===== src/rtl/dvd_bounce_ctrl_pkg.sv =====
`default_nettype none
// ============================================================================
//  Module   : dvd_pkg
//  Purpose  : Shared types and constants for the bouncing-sprite controller:
//             scheduler state encoding and the six-entry colour palette.
//  Revision : 1.0  initial release
// ============================================================================
package dvd_pkg;

  // Update scheduler states; every non-idle state lasts exactly one cycle
  typedef enum logic [1:0] {
    S_IDLE   = 2'd0,
    S_MOVE_X = 2'd1,
    S_MOVE_Y = 2'd2,
    S_COLOR  = 2'd3
  } state_t;

  localparam int PALETTE_LEN = 6;

  // Pixel format is {R1,G1,B1,R0,G0,B0}; both bits of a channel set = full on
  localparam logic [5:0] C_RED     = 6'b100_100;
  localparam logic [5:0] C_YELLOW  = 6'b110_110;
  localparam logic [5:0] C_GREEN   = 6'b010_010;
  localparam logic [5:0] C_CYAN    = 6'b011_011;
  localparam logic [5:0] C_BLUE    = 6'b001_001;
  localparam logic [5:0] C_MAGENTA = 6'b101_101;

  // Entry 0 sits in the low bits, so PALETTE[idx] selects colour idx
  localparam logic [PALETTE_LEN-1:0][5:0] PALETTE = {
    C_MAGENTA, C_BLUE, C_CYAN, C_GREEN, C_YELLOW, C_RED
  };

  // Advance the colour index, wrapping after the last palette entry
  function automatic logic [2:0] next_color_idx(input logic [2:0] idx);
    if (idx == 3'(PALETTE_LEN - 1)) begin
      return 3'd0;
    end
    return idx + 3'd1;
  endfunction

endpackage
`default_nettype wire


===== src/rtl/dvd_bounce_ctrl_axis_step.sv =====
`default_nettype none
// ============================================================================
//  Module   : dvd_axis_step
//  Purpose  : Combinational one-step move along a single axis with reflection
//             at 0 and at LIMIT. A bounce reverses direction and steps one
//             position inward in the same update, so the sprite never rests
//             on an edge. The caller registers the results.
//  Revision : 1.0  initial release
// ============================================================================
module dvd_axis_step
  import dvd_pkg::*;
#(
  parameter int WIDTH = 6,
  parameter int LIMIT = 39
) (
  input  logic [WIDTH-1:0] pos,
  input  logic             dir,
  output logic [WIDTH-1:0] next_pos,
  output logic             next_dir,
  output logic             hit
);

  localparam logic [WIDTH-1:0] C_LIMIT = WIDTH'(LIMIT);

  // Reflect at the far edge when increasing, at zero when decreasing
  always_comb begin
    next_pos = pos;
    next_dir = dir;
    hit      = 1'b0;
    if (dir && (pos == C_LIMIT)) begin
      next_dir = 1'b0;
      next_pos = pos - 1'b1;
      hit      = 1'b1;
    end else if (!dir && (pos == '0)) begin
      next_dir = 1'b1;
      next_pos = WIDTH'(1);
      hit      = 1'b1;
    end else if (dir) begin
      next_pos = pos + 1'b1;
    end else begin
      next_pos = pos - 1'b1;
    end
  end

endmodule
`default_nettype wire


===== src/rtl/dvd_bounce_ctrl.sv =====
`default_nettype none
// ============================================================================
//  Module   : dvd_bounce_ctrl
//  Purpose  : Per-frame scheduler for the bouncing sprite. Every FRAME_DIV
//             rising edges of vsync it moves X, then Y, then updates the
//             colour, all inside vertical blanking. Also renders the sprite
//             into a registered 6-bit RGB output.
//  Options  : DVD_CORNER_FLASH_EN - a corner hit turns the sprite white for
//             FLASH_FRAMES frames.
//  Revision : 1.0  initial release
// ============================================================================
module dvd_bounce_ctrl
  import dvd_pkg::*;
#(
  parameter int H_DISPLAY    = 40,
  parameter int V_DISPLAY    = 480,
  parameter int BOX_W        = 1,
  parameter int BOX_H        = 12,
  parameter int INIT_X       = 20,
  parameter int INIT_Y       = 240,
  parameter int FRAME_DIV    = 2
`ifdef DVD_CORNER_FLASH_EN
  ,
  parameter int FLASH_FRAMES = 30
`endif
) (
  input  logic       clk,
  input  logic       rst_n,
  input  logic       run,
  input  logic [5:0] hpos,
  input  logic [9:0] vpos,
  input  logic       display_on,
  input  logic       vsync,
  output logic [5:0] rgb,
  output logic [5:0] box_x,
  output logic [9:0] box_y,
  output logic       corner_hit,
  output logic [7:0] bounce_cnt
);

  localparam int         FC_W      = (FRAME_DIV > 1) ? $clog2(FRAME_DIV) : 1;
  localparam logic [FC_W-1:0] C_FC_LAST = FC_W'(FRAME_DIV - 1);

  state_t          r_state;
  logic            r_vsync_d;
  logic [FC_W-1:0] r_frame_cnt;
  logic [5:0]      r_box_x;
  logic [9:0]      r_box_y;
  logic            r_dx;
  logic            r_dy;
  logic            r_hx;
  logic            r_hy;
  logic [2:0]      r_color_idx;
  logic [7:0]      r_bounce_cnt;
  logic            r_corner_hit;
  logic [5:0]      r_rgb;

  logic            w_tick;
  logic [5:0]      w_x_next;
  logic            w_dx_next;
  logic            w_hx;
  logic [9:0]      w_y_next;
  logic            w_dy_next;
  logic            w_hy;
  logic            w_inside;
  logic [5:0]      w_color;

  assign w_tick = vsync & ~r_vsync_d;

  dvd_axis_step #(
    .WIDTH (6),
    .LIMIT (H_DISPLAY - BOX_W)
  ) u_axis_x (
    .pos      (r_box_x),
    .dir      (r_dx),
    .next_pos (w_x_next),
    .next_dir (w_dx_next),
    .hit      (w_hx)
  );

  dvd_axis_step #(
    .WIDTH (10),
    .LIMIT (V_DISPLAY - BOX_H)
  ) u_axis_y (
    .pos      (r_box_y),
    .dir      (r_dy),
    .next_pos (w_y_next),
    .next_dir (w_dy_next),
    .hit      (w_hy)
  );

  // Frame divider plus the X -> Y -> colour update sequence
  always_ff @(posedge clk or negedge rst_n) begin
    if (!rst_n) begin
      r_state      <= S_IDLE;
      r_vsync_d    <= 1'b0;
      r_frame_cnt  <= '0;
      r_box_x      <= 6'(INIT_X);
      r_box_y      <= 10'(INIT_Y);
      r_dx         <= 1'b1;
      r_dy         <= 1'b1;
      r_hx         <= 1'b0;
      r_hy         <= 1'b0;
      r_color_idx  <= 3'd0;
      r_bounce_cnt <= 8'd0;
      r_corner_hit <= 1'b0;
    end else begin
      r_vsync_d    <= vsync;
      r_corner_hit <= 1'b0;
      case (r_state)
        S_IDLE: begin
          // Ticks are only honoured here; the counter holds while run is low
          if (w_tick && run) begin
            if (r_frame_cnt == C_FC_LAST) begin
              r_frame_cnt <= '0;
              r_state     <= S_MOVE_X;
            end else begin
              r_frame_cnt <= r_frame_cnt + 1'b1;
            end
          end
        end
        S_MOVE_X: begin
          r_box_x <= w_x_next;
          r_dx    <= w_dx_next;
          r_hx    <= w_hx;
          r_state <= S_MOVE_Y;
        end
        S_MOVE_Y: begin
          r_box_y <= w_y_next;
          r_dy    <= w_dy_next;
          r_hy    <= w_hy;
          r_state <= S_COLOR;
        end
        S_COLOR: begin
          // A corner counts as a single bounce
          if (r_hx || r_hy) begin
            r_color_idx  <= next_color_idx(r_color_idx);
            r_bounce_cnt <= r_bounce_cnt + 8'd1;
          end
          r_corner_hit <= r_hx & r_hy;
          r_state      <= S_IDLE;
        end
        default: r_state <= S_IDLE;
      endcase
    end
  end

`ifdef DVD_CORNER_FLASH_EN
  localparam int FL_W = $clog2(FLASH_FRAMES + 1);

  logic [FL_W-1:0] r_flash_cnt;
  logic            w_corner_load;

  assign w_corner_load = (r_state == S_COLOR) & r_hx & r_hy;

  // Flash timer: reloaded by each corner hit, counts frames down to zero
  always_ff @(posedge clk or negedge rst_n) begin
    if (!rst_n) begin
      r_flash_cnt <= '0;
    end else if (w_corner_load) begin
      r_flash_cnt <= FL_W'(FLASH_FRAMES);
    end else if (w_tick && (r_flash_cnt != '0)) begin
      r_flash_cnt <= r_flash_cnt - 1'b1;
    end
  end

  assign w_color = (r_flash_cnt != '0) ? 6'h3F : PALETTE[r_color_idx];
`else
  assign w_color = PALETTE[r_color_idx];
`endif

  // Extra MSB keeps box_x+BOX_W and box_y+BOX_H from wrapping
  assign w_inside = display_on
                  & ({1'b0, hpos} >= {1'b0, r_box_x})
                  & ({1'b0, hpos} <  ({1'b0, r_box_x} + 7'(BOX_W)))
                  & ({1'b0, vpos} >= {1'b0, r_box_y})
                  & ({1'b0, vpos} <  ({1'b0, r_box_y} + 11'(BOX_H)));

  // Registered pixel output, one clock behind the beam position
  always_ff @(posedge clk or negedge rst_n) begin
    if (!rst_n) begin
      r_rgb <= 6'd0;
    end else begin
      r_rgb <= w_inside ? w_color : 6'd0;
    end
  end

  assign rgb        = r_rgb;
  assign box_x      = r_box_x;
  assign box_y      = r_box_y;
  assign corner_hit = r_corner_hit;
  assign bounce_cnt = r_bounce_cnt;

endmodule
`default_nettype wire


===== config.mk =====
export PLATFORM = sky130hd
export DESIGN_NAME = dvd_bounce_ctrl
export DESIGN_NICKNAME = d
export VERILOG_FILES = /design/src/rtl/dvd_bounce_ctrl_pkg.sv /design/src/rtl/dvd_bounce_ctrl_axis_step.sv /design/src/rtl/dvd_bounce_ctrl.sv
export SDC_FILE = /design/constraint.sdc
export NUM_CORES = 1
export LEC_CHECK = 0
export CAP_MARGIN = 20
export CORE_MARGIN = 2
export CORE_UTILIZATION = 54
export DETAILED_ROUTE_END_ITERATION = 10
export PLACE_DENSITY_LB_ADDON = 0.25
export SYNTH_ARGS = -nofsm -noshare
export SYNTH_HDL_FRONTEND = slang
export SYNTH_SLANG_ARGS = --single-unit

===== constraint.sdc =====
create_clock -name clk -period 3.1 [get_ports clk]
set_input_delay 0.62 -clock clk [delete_from_list [all_inputs] [get_ports clk]]
set_output_delay 0.62 -clock clk [all_outputs]
set_load 0.03 [all_outputs]

==> summary by stage <==
Status
The run finished with clean final reports.

CTS
The number of clock buffers added by TritonCTS is 5. The CTS tree is yes. The latest clock arrival within the worst-skew pair is 0.30 ns. The clock root buffer master is clkbuf_8.

The clock transition at the register clock pins on the worst setup and hold paths after CTS is 0.08 ns. Counting along the longest clock path gives a buffer depth of 2. The clock tree synthesis step divided the H-tree into 2 levels.

For this design, the sink count on the clock tree is 39. For this design, the CTS-stage hold fixing added 0 buffers. The count of instances resized after the clock tree is built is 0.

The buffers inserted during post-CTS setup optimization is 0.

Timing
Setup violations remaining at the end of the flow were counted as 0. Between clock sinks in the finished design, the worst skew comes to 0.008637 ns. The total count of hold-check failures in the final report is 0. The number of slew-limit violations in the final report is 0. The post-route fraction of the period consumed by the critical path is 84.22%. The slew at the pin with the worst max-slew slack is 0.8955 ns.

The post-route setup TNS is 0 ns. The upper clock frequency limit is 383.0 MHz. For the finished layout, the period the worst path requires is 2.611 ns. Setup repair after global routing left no endpoint under its margin.

The relative max-transition margin is 40.30%.

Layout
Of the cells placed in the final design, the portion with a size suffix greater than 1 is 8.040%. In the final design database the tool counted 463 nets. The flip-flop and latch area is 985.9 um2. 0 antenna diodes ended up in the layout.

The final design utilization is 67.37%. The summed area of non-filler cells in the final layout is 3710 um2. The footprint of the multi-input gates is 1911 um2. The layout filler cell count is 451. The area growth from synthesis to layout is 20.28%.

Synthesis
Summing the sequential cell areas from Yosys gives 31.97% of the chip area. After synthesis the netlist holds a flip-flop and latch count of 39. Summed over its instances, the top area cell type makes up 25.15% of the synthesized netlist area. Yosys printed 0 warnings. A synthesized cell averages 8.837 um2. In the synthesized netlist the dominant register cell turns out to be dfrtp_1. In this run, synthesis inferred 0 flip-flops with an integrated enable. The cell count after synthesis is 349. The netlist area before placement is 3084 um2. The async set-reset flop share out of synthesis is 100.0%. After synthesis, the cell types taking the most area are dfrtp_1 25%, ha_1 18%, dfstp_2 6.8%, xnor2_1 5.1%, nand2_1 4.7%. The library cell with the largest summed area after synthesis is dfrtp_1.

The number of nets in the synthesized netlist is 415. The number of different library cells used by synthesis comes to 55.

Setup path
Of all nets on the critical path, the largest fanout is 11. Data on the critical path arrives at its endpoint at 2.81 ns. STA classifies the critical path startpoint as a flip-flop. The critical path is of the reg2reg type. The required time of the worst setup path is 3.29 ns. The endpoint class of the critical path is a flip-flop.

Place
Once placement finished, the instance area stood at 3597 um2. Detailed placement ended at an HPWL of 5.427 mm. The number of buffers added on ports is 51. The global placement routability congestion is 0.8564.

Floorplan
The die boundary width is 79.58 um. In this run the count of I/O pins placed on the die edge is 52. The core footprint is 5507 um2. From bottom edge to top edge, the die measures 79.58 um. In this run the core area contains 27 standard-cell rows. The initial core utilization is 56.01%. The die area is 6332 um2.

Pwr
In this run the power density over the cells is 973.0 nW/um2. The analysis attributes to cell leakage a power of 0.001618 uW. The largest vdd supply drop is 0.5801 mV.

Routing
In the routed layout, each cell is associated on average with a via count of 5.640. The number of detailed-routing iterations run before antenna repair is 4. The DRC violation count after routing is 0. The detail route stage leaves a number of antenna-violating nets equal to 0. The average routed wire per standard cell is 15.03 um. After detailed routing, the total wire length is 7.065 mm. The first routing iteration left 160 violations. The routed layout has 2651 vias.

Global route
The initial antenna violation count is 0. The first global-routing pass estimated 11.65 mm of wire. The global-route usage over all layers is 23.54%. The pin count of the biggest net entering global routing is 40. Summed over all layers, the global routing overflow is 0. The number of global-route vias before repair is 2467.

Flow run
Across the run, the number of max-cap violations was 0.

Hold path
The worst hold path class is in2async.
-- worst max-delay path, stage by stage (launching register included) --
cell and delay [ns]:
dfrtp_1 0.53, inv_1 0.14, ha_1 0.32, nor3_1 0.26, xnor2_1 0.15, ha_1 0.26, a211oi_1 0.22, nand2_1 0.08
a31oi_1 0.14, o22ai_1 0.16, nor4_1 0.27
-- cell usage in the layout, fill, tap and decap left out, types with 4 or more instances in the layout --
cell type        Yosys  final
o22ai_1              5      5
nand2b_1             6      6
dfrtp_1             31     31
dfstp_2              8      8
a21oi_1             22     22
o21ai_0             23     23
o21ai_1              4      4
clkdlybuf4s50_1      0     50
nor2_1              29     29
ha_1                45     45
xnor2_1             18     18
nand2_1             39     39
inv_1               26     26
nand3_1             17     17
clkbuf_8             0      5
nor3_1               7      7
-- kinds of logic after synthesis --
group           share of synthesized area [%]
buf+inv                                 6.085
compound gates                          16.75
mux                                     1.704
simple gates                            19.27
fa+ha+maj                               18.26
flops                                   31.97
xor+xnor                                5.964
-- registers in the layout, indices dropped and copies added, names as in the netlist --
register	flops
r_hx	1
r_dx	1
r_hy	1
rgb	3
r_frame_cnt	1
box_x	6
box_y	10
r_color_idx	3
r_vsync_d	1
bounce_cnt	8
corner_hit	1
r_state	2
r_dy	1
-- final cells by class --
cell class,count,share of cell area [%]
Sequential cell,39,26.58
Clock buffer,5,1.855
Clock inverter,3,1.180
Tap cell,72,2.428
Timing Repair Buffer,52,13.83
Inverter,26,2.631
Multi-Input combinational cell,273,51.50
-- power by group --
group / internal (uW) / switching (uW) / total, uW / leakage, uW
Combinational: 907 / 1190 / 2100 / 0.00109
Clock: 240 / 188 / 427 / 0.0000581
Sequential: 745 / 339 / 1080 / 0.000473
Total: 1890 / 1720 / 3610 / 0.00162
-- path summary, 6_finish.rpt --
check / to / depth (start not counted) / slack, ns / from
setup / recovery: rgb[4] / 10 / 0.49 / box_y[2]
hold / removal: box_x[1] / 1 / 0.44 / rst_n
setup reg to reg: rgb[4] / 10 / 0.49 / box_y[2]
hold reg to reg: r_frame_cnt / 1 / 0.48 / r_frame_cnt
max in group asynchronous: r_color_idx[2] / 1 / 2.09 / rst_n
min in group clk: r_frame_cnt / 1 / 0.48 / r_frame_cnt
-- per-stage QoR --
| step | instances | setup slack [ns] | hold WS, ns | power, uW |
|---|---|---|---|---|
| after global routing | 470 | 0.2175 | 0.5066 | 3934 |
| final | 470 | 0.4891 | 0.4408 | 3610 |
| after global placement | 462 | 0.5449 | 0.4596 | 3110 |
| after CTS | 470 | 0.4802 | 0.4732 | 3625 |
| after floorplan | 349 | 0.6514 | 0.3244 | 2556 |
| after detailed placement | 462 | 0.3983 | 0.4705 | 3182 |
-- cell usage after synthesis, drive strengths merged (5+ instances only) --
library cell   n
a21oi         22
buf            9
dfrtp         31
dfstp          8
ha            45
inv           26
nand2         39
nand2b         7
nand3         17
nor2          29
nor3           7
o21ai         27
o22ai          5
xnor2         18
-- metal layers --
layer | global-route usage [%] | up-vias | wire (um)
li1 | - | 1333 | -
met1 | 33.84 | 1224 | 3410
met2 | 35.55 | 82 | 3119
met3 | 4.638 | 12 | 415
met4 | 7.586 | 0 | 120
met5 | 0 | - | 0
(Power assumes the default switching activity.)
